File: src/rtl/note_player_pkg.sv
// rtl/note_player_pkg.sv - shared state encoding for the note player
package note_player_pkg;

  typedef enum logic [2:0] {
    IDLE      = 3'b000,
    LOAD_HIGH = 3'b001,
    WAIT_HIGH = 3'b010,
    LOAD_LOW  = 3'b011,
    WAIT_LOW  = 3'b100,
    DONE      = 3'b101
  } state_t;

endpackage

File: src/rtl/note_player_pwm_if.sv
// rtl/note_player_pwm_if.sv - control/status bundle between a host and the note player
interface note_player_pwm_if #(
  parameter int NBITS = 16,
  parameter int DBITS = 16
);
  logic             start;
  logic             stop;
  logic [NBITS-1:0] high_half;
  logic [NBITS-1:0] low_half;
  logic [DBITS-1:0] duration;
  logic             note;
  logic             count_load;
  logic             busy;
  logic             done;
  logic [2:0]       state;

  modport master (
    output start, stop, high_half, low_half, duration,
    input  note, count_load, busy, done, state
  );

  modport slave (
    input  start, stop, high_half, low_half, duration,
    output note, count_load, busy, done, state
  );
endinterface

File: src/rtl/note_down_counter.sv
// rtl/note_down_counter.sv - loadable down counter that saturates at zero
module note_down_counter #(
  parameter int NBITS = 16
) (
  input  logic             clk,
  input  logic             rst,
  input  logic             load,
  input  logic             dec,
  input  logic [NBITS-1:0] load_value,
  output logic [NBITS-1:0] count,
  output logic             is_zero
);

  assign is_zero = (count == '0);

  always_ff @(posedge clk) begin
    if (rst) begin
      count <= '0;
    end else if (load) begin
      count <= load_value;
    end else if (dec && !is_zero) begin
      count <= count - 1'b1;
    end
  end

endmodule

File: src/rtl/note_player_pwm.sv
// rtl/note_player_pwm.sv - square-wave note generator: H+2 high, L+2 low, D periods (0 = endless)
module note_player_pwm
  import note_player_pkg::*;
#(
  parameter int NBITS = 16,
  parameter int DBITS = 16
) (
  input  logic               clk,
  input  logic               rst,
  note_player_pwm_if.slave   bus
);

  state_t           state_q;
  state_t           state_d;
  logic [NBITS-1:0] high_q;
  logic [NBITS-1:0] low_q;
  logic [NBITS-1:0] phase_count;
  logic             phase_zero;
  logic [DBITS-1:0] period_count;
  logic             period_zero;
  logic             accept;
  logic             end_of_period;
  logic             period_last;

  assign accept        = (state_q == IDLE) && bus.start && !bus.stop;
  assign end_of_period = (state_q == WAIT_LOW) && phase_zero;
  assign period_last   = (period_count == DBITS'(1));

  always_ff @(posedge clk) begin
    if (rst) begin
      high_q <= '0;
      low_q  <= '0;
    end else if (accept) begin
      high_q <= bus.high_half;
      low_q  <= bus.low_half;
    end
  end

  note_down_counter #(.NBITS(NBITS)) u_phase (
    .clk        (clk),
    .rst        (rst),
    .load       ((state_q == LOAD_HIGH) || (state_q == LOAD_LOW)),
    .dec        ((state_q == WAIT_HIGH) || (state_q == WAIT_LOW)),
    .load_value ((state_q == LOAD_HIGH) ? high_q : low_q),
    .count      (phase_count),
    .is_zero    (phase_zero)
  );

  // Period counter doubles as the latched duration; zero means play forever.
  note_down_counter #(.NBITS(DBITS)) u_period (
    .clk        (clk),
    .rst        (rst),
    .load       (accept),
    .dec        (end_of_period && !period_zero && !period_last && !bus.stop),
    .load_value (bus.duration),
    .count      (period_count),
    .is_zero    (period_zero)
  );

  always_comb begin
    state_d = state_q;
    if (bus.stop && (state_q != IDLE)) begin
      state_d = IDLE;
    end else begin
      case (state_q)
        IDLE:      if (accept) state_d = LOAD_HIGH;
        LOAD_HIGH: state_d = WAIT_HIGH;
        WAIT_HIGH: if (phase_zero) state_d = LOAD_LOW;
        LOAD_LOW:  state_d = WAIT_LOW;
        WAIT_LOW:  if (phase_zero) state_d = (!period_zero && period_last) ? DONE : LOAD_HIGH;
        DONE:      state_d = IDLE;
        default:   state_d = IDLE;
      endcase
    end
  end

  always_ff @(posedge clk) begin
    if (rst) state_q <= IDLE;
    else     state_q <= state_d;
  end

  always_comb begin
    bus.note       = (state_q == LOAD_HIGH) || (state_q == WAIT_HIGH);
    bus.count_load = (state_q == LOAD_HIGH) || (state_q == LOAD_LOW);
    bus.busy       = (state_q != IDLE);
    bus.done       = (state_q == DONE);
    bus.state      = state_q;
  end

endmodule

File: src/flat_wrapper.sv
// flat-port wrapper written by rule: the top's interface ports become plain ports
module note_player_pwm_flat import note_player_pkg::*;
#(
  parameter int NBITS = 16,
  parameter int DBITS = 16
)
  (clk, rst, bus_start, bus_stop, bus_high_half, bus_low_half, bus_duration, bus_note, bus_count_load, bus_busy, bus_done, bus_state);
  note_player_pwm_if #(.NBITS(NBITS), .DBITS(DBITS)) bus_i ();
  input  logic clk;
  input  logic rst;
  input wire logic [$bits(bus_i.start)-1:0] bus_start;
  input wire logic [$bits(bus_i.stop)-1:0] bus_stop;
  input wire logic [$bits(bus_i.high_half)-1:0] bus_high_half;
  input wire logic [$bits(bus_i.low_half)-1:0] bus_low_half;
  input wire logic [$bits(bus_i.duration)-1:0] bus_duration;
  output wire logic [$bits(bus_i.note)-1:0] bus_note;
  output wire logic [$bits(bus_i.count_load)-1:0] bus_count_load;
  output wire logic [$bits(bus_i.busy)-1:0] bus_busy;
  output wire logic [$bits(bus_i.done)-1:0] bus_done;
  output wire logic [$bits(bus_i.state)-1:0] bus_state;
  assign bus_i.start = bus_start;
  assign bus_i.stop = bus_stop;
  assign bus_i.high_half = bus_high_half;
  assign bus_i.low_half = bus_low_half;
  assign bus_i.duration = bus_duration;
  assign bus_note = bus_i.note;
  assign bus_count_load = bus_i.count_load;
  assign bus_busy = bus_i.busy;
  assign bus_done = bus_i.done;
  assign bus_state = bus_i.state;
  note_player_pwm #(.NBITS(NBITS), .DBITS(DBITS)) u_core (.clk(clk), .rst(rst), .bus(bus_i));
endmodule
File: config.mk
export PLATFORM = sky130hd
export DESIGN_NAME = note_player_pwm_flat
export DESIGN_NICKNAME = d
export VERILOG_FILES = /design/src/rtl/note_player_pkg.sv /design/src/rtl/note_player_pwm_if.sv /design/src/rtl/note_down_counter.sv /design/src/rtl/note_player_pwm.sv /design/src/flat_wrapper.sv
export SDC_FILE = /design/constraint.sdc
export NUM_CORES = 1
export LEC_CHECK = 0
export ABC_AREA = 1
export CAP_MARGIN = 25
export CORE_ASPECT_RATIO = 0.8
export CORE_MARGIN = 5
export CORE_UTILIZATION = 40
export CTS_CLUSTER_DIAMETER = 200
export DETAILED_ROUTE_END_ITERATION = 8
export HOLD_SLACK_MARGIN = 0.03
export PLACE_DENSITY = 0.72
export SLEW_MARGIN = 10
export SYNTH_ARGS = -nofsm -noshare
export SYNTH_HDL_FRONTEND = slang
export SYNTH_SLANG_ARGS = --single-unit
File: constraint.sdc
create_clock -name clk -period 4.7 [get_ports clk]
set_input_delay 1.41 -clock clk [delete_from_list [all_inputs] [get_ports clk]]
set_output_delay 1.41 -clock clk [all_outputs]
set_load 0.02 [all_outputs]
==> out/metrics.yaml <==
outcome: "finished, final reports clean"
dp.cells: 770
slew_headroom: 0.354
fin_crit_ps: 3610
antenna_found_initial: 0
place_ws_ps: 1420
worstPathArrival_ps: 2200
syn-num-nets: 673
post_layout_nonfiller_instances: 784
ctsResizeCount: 0
max_freq_ghz: 0.277
ys_warn_count: 0
drc: 0
synth_seq_cells: 67
crit_path_max_fanout: 22
die_h_um: 98.3
ant_nets: 0
timing.final.ws_setup_ps: 1090
power.leakage_nw: 2.20
via_per_inst: 5.12
clk_latency_ps: 320
hold_viol_final: 0
nFillCells: 948
rows: 32
hold_buffers: 0
drt-pass1-iter-count: 5
intPower_mw: 1.70
clkSinkCount: 67
post-cts-setup-buffers: 0
cts_buffers: 9
clk_path_buf_depth: 2
grt_pass1_wl_um: 17400
place_hpwl_um: 7530
cts_tree: "done"
powerDensity_mw_per_mm2: 633
cts_root_buffer: "clkbuf_16"
grt_max_degree: 68
antenna_cells: 0
track_usage: 0.176
critPathCaptureType: "output pin"
crit_path_frequent_cell: "inv_1"
synthCells: 617
p_sw_mw: 1.34
die_w_um: 120
clkTransAtPathRegs_ps: 50
io_pins: 59
seq_power_share: 0.273
grt_overflow_total: 0
path_delay_family: "buffers and inverters"
p_total_mw: 3.05
cp_num_buf_inv: 4
critPathLaunchType: "register"
maxCapViolations: 0
vias: 4012
worst_pin_slew_ps: 963
worstPathCellList: "inv_1 > nand2_1 > inv_1 > buf_4 > clkdlybuf4s50_1"
syn_avg_cell_area_um2: 6.32
grt_pass1_vias: 3745
syn_to_final_growth_pct: 23.3
fp.coreArea_mm2: 0.00957
ys_types: 34
dieArea_mm2: 0.0118
final_layout_size_suffix_gt1_frac: 0.0812
crit_slowest_cell: "clkdlybuf4s50_1"
sw_frac_of_total: 0.441
rsz0062_at_grt: "no"
io_buffer_count: 58
slowest_delay_ps: 660
peakVddDrop_mv: 0.242
pwr-share-clk: 0.228
fin_crit_sh: 0.769
finalWirelength_um: 10400
fin_skew_ps: 6.04
drv_slew: 0
cts_htree_levels: 3
avgRoutedWirePerCell_um: 13.3
drtIter0Drc: 223
setup-tns-final_ps: 0
worstPathRequired_ps: 3290
start_util: 0.408
hp-class: "register to register"
place_congestion: 0.923
nNetsFinal: 718
setup_violations: 0
p_comb_frac: 0.500
critPathKind: "register to output pin"
synth_area_mm2: 0.00390
ys_seq_area_frac: 0.344
## worst min-delay path, cell delays in order, from the launching register on
cell,delay (ps)
dfxtp_1,290
inv_1,60
a21oi_1,50
## kinds of logic after synthesis
group / synth area share
and+or+nand+nor: 0.376
AOI/OAI and AO/OA: 0.163
buffers and inverters: 0.0911
DFF: 0.344
xor gates and xnor gates: 0.0135
adders and majority gates: 0.0128
## synth_stat cells
library cell  count  share of area
nor2_1          143           0.14
nand2_1         123           0.12
dfxtp_1          67           0.34
o21ai_0          67          0.086
inv_1            48          0.046
a21oi_1          36          0.046
nand3_1          26          0.033
o21ai_1          12          0.015
buf_2            11          0.014
nand3_2          10          0.026
nor2_2           10          0.016
clkbuf_1          9         0.0087
inv_2             6         0.0058
nand3b_1          6          0.012
buf_4             5         0.0096
xor2_1            5          0.011
ha_1              4          0.013
nand2_2           4         0.0064
nor3_1            4         0.0051
nand4_1           3         0.0048
nor2_4            3         0.0087
buf_6             2         0.0058
o31ai_1           2         0.0038
a21oi_4           1         0.0042
clkinv_1          1        0.00096
nand2_4           1         0.0029
nor3_2            1         0.0026
o211ai_1          1         0.0019
o21a_1            1         0.0019
o21bai_1          1         0.0019
o22ai_1           1         0.0016
or2_0             1         0.0016
or2_2             1         0.0016
xnor2_1           1         0.0022
## stage by stage
stage | hold WS (ps) | cell area, µm² | utilization
2_1_floorplan | 425 | 3900 | -
3_3_place_gp | 442 | 4510 | 0.471
3_5_place_dp | 446 | 4510 | 0.471
4_1_cts | 455 | 4810 | 0.503
5_1_grt | 475 | 4810 | 0.503
6_report | 452 | 4810 | 0.503
## power groups by stage
stage	clock, mW	sequential, mW	combinational (mW)
6_report	0.694	0.830	1.52
3_5_place_dp	0	0.835	1.50
2_1_floorplan	0	0.813	1.15
5_1_grt	0.728	0.847	1.71
3_3_place_gp	0	0.830	1.46
4_1_cts	0.704	0.826	1.51
## per-layer routing
| layer | GRT usage | vias to the layer above | routed length, µm |
|---|---|---|---|
| met2 | 0.275 | 109 | 4640 |
| met3 | 0.0290 | 17 | 519 |
| met1 | 0.248 | 1821 | 5080 |
| li1 | - | 2065 | - |
| met4 | 0.0601 | 0 | 174 |
| met5 | 0 | - | 0 |
## flip-flops by register name, indices dropped and copies added (netlist names)
name	cells
u_core.bus.state	3
u_core.low_q	16
u_core.u_phase.count	16
u_core.u_period.count	16
u_core.high_q	16
## final cells by class
class | count | area [µm²] | area share
inverter | 55 | 206 | 0.0429
timing repair buffer | 61 | 603 | 0.125
tap | 119 | 149 | 0.0309
clock buffer | 9 | 225 | 0.0468
multi-input combinational | 468 | 2210 | 0.459
clock inverter | 5 | 80.1 | 0.0166
sequential | 67 | 1340 | 0.279
## worst paths after layout
check	start	endpoint	slack [ps]	depth (start not counted)
min	u_core.high_q[6]$_SDFFE_PP0P_	u_core.high_q[6]$_SDFFE_PP0P_	450	2
max reg2reg	u_core.u_phase.count[0]$_SDFFE_PP0P_	u_core.u_phase.count[14]$_SDFFE_PP0P_	2340	10
max	u_core.bus.state[2]$_SDFFE_PP0P_	bus_count_load	1090	5
min reg2reg	u_core.high_q[6]$_SDFFE_PP0P_	u_core.high_q[6]$_SDFFE_PP0P_	450	2
## cell usage in the layout (no fill, tap or decap), types with 3 or more instances in the layout
cell type and count:
inv_1 48, ha_1 4, nand3b_1 6, nor2_1 143, nor2_2 10, xor2_1 5, nor3_1 4, nand2_1 123
inv_2 6, o21ai_1 12, nand3_2 10, dfxtp_1 67, nand2_2 4, nor2_4 3, o21ai_0 67, buf_4 3
a21oi_1 36, nand4_1 3, nand3_1 26, clkdlybuf4s50_1 58, clkbuf_16 9
No activity file was read; power rests on OpenSTA's default activity.
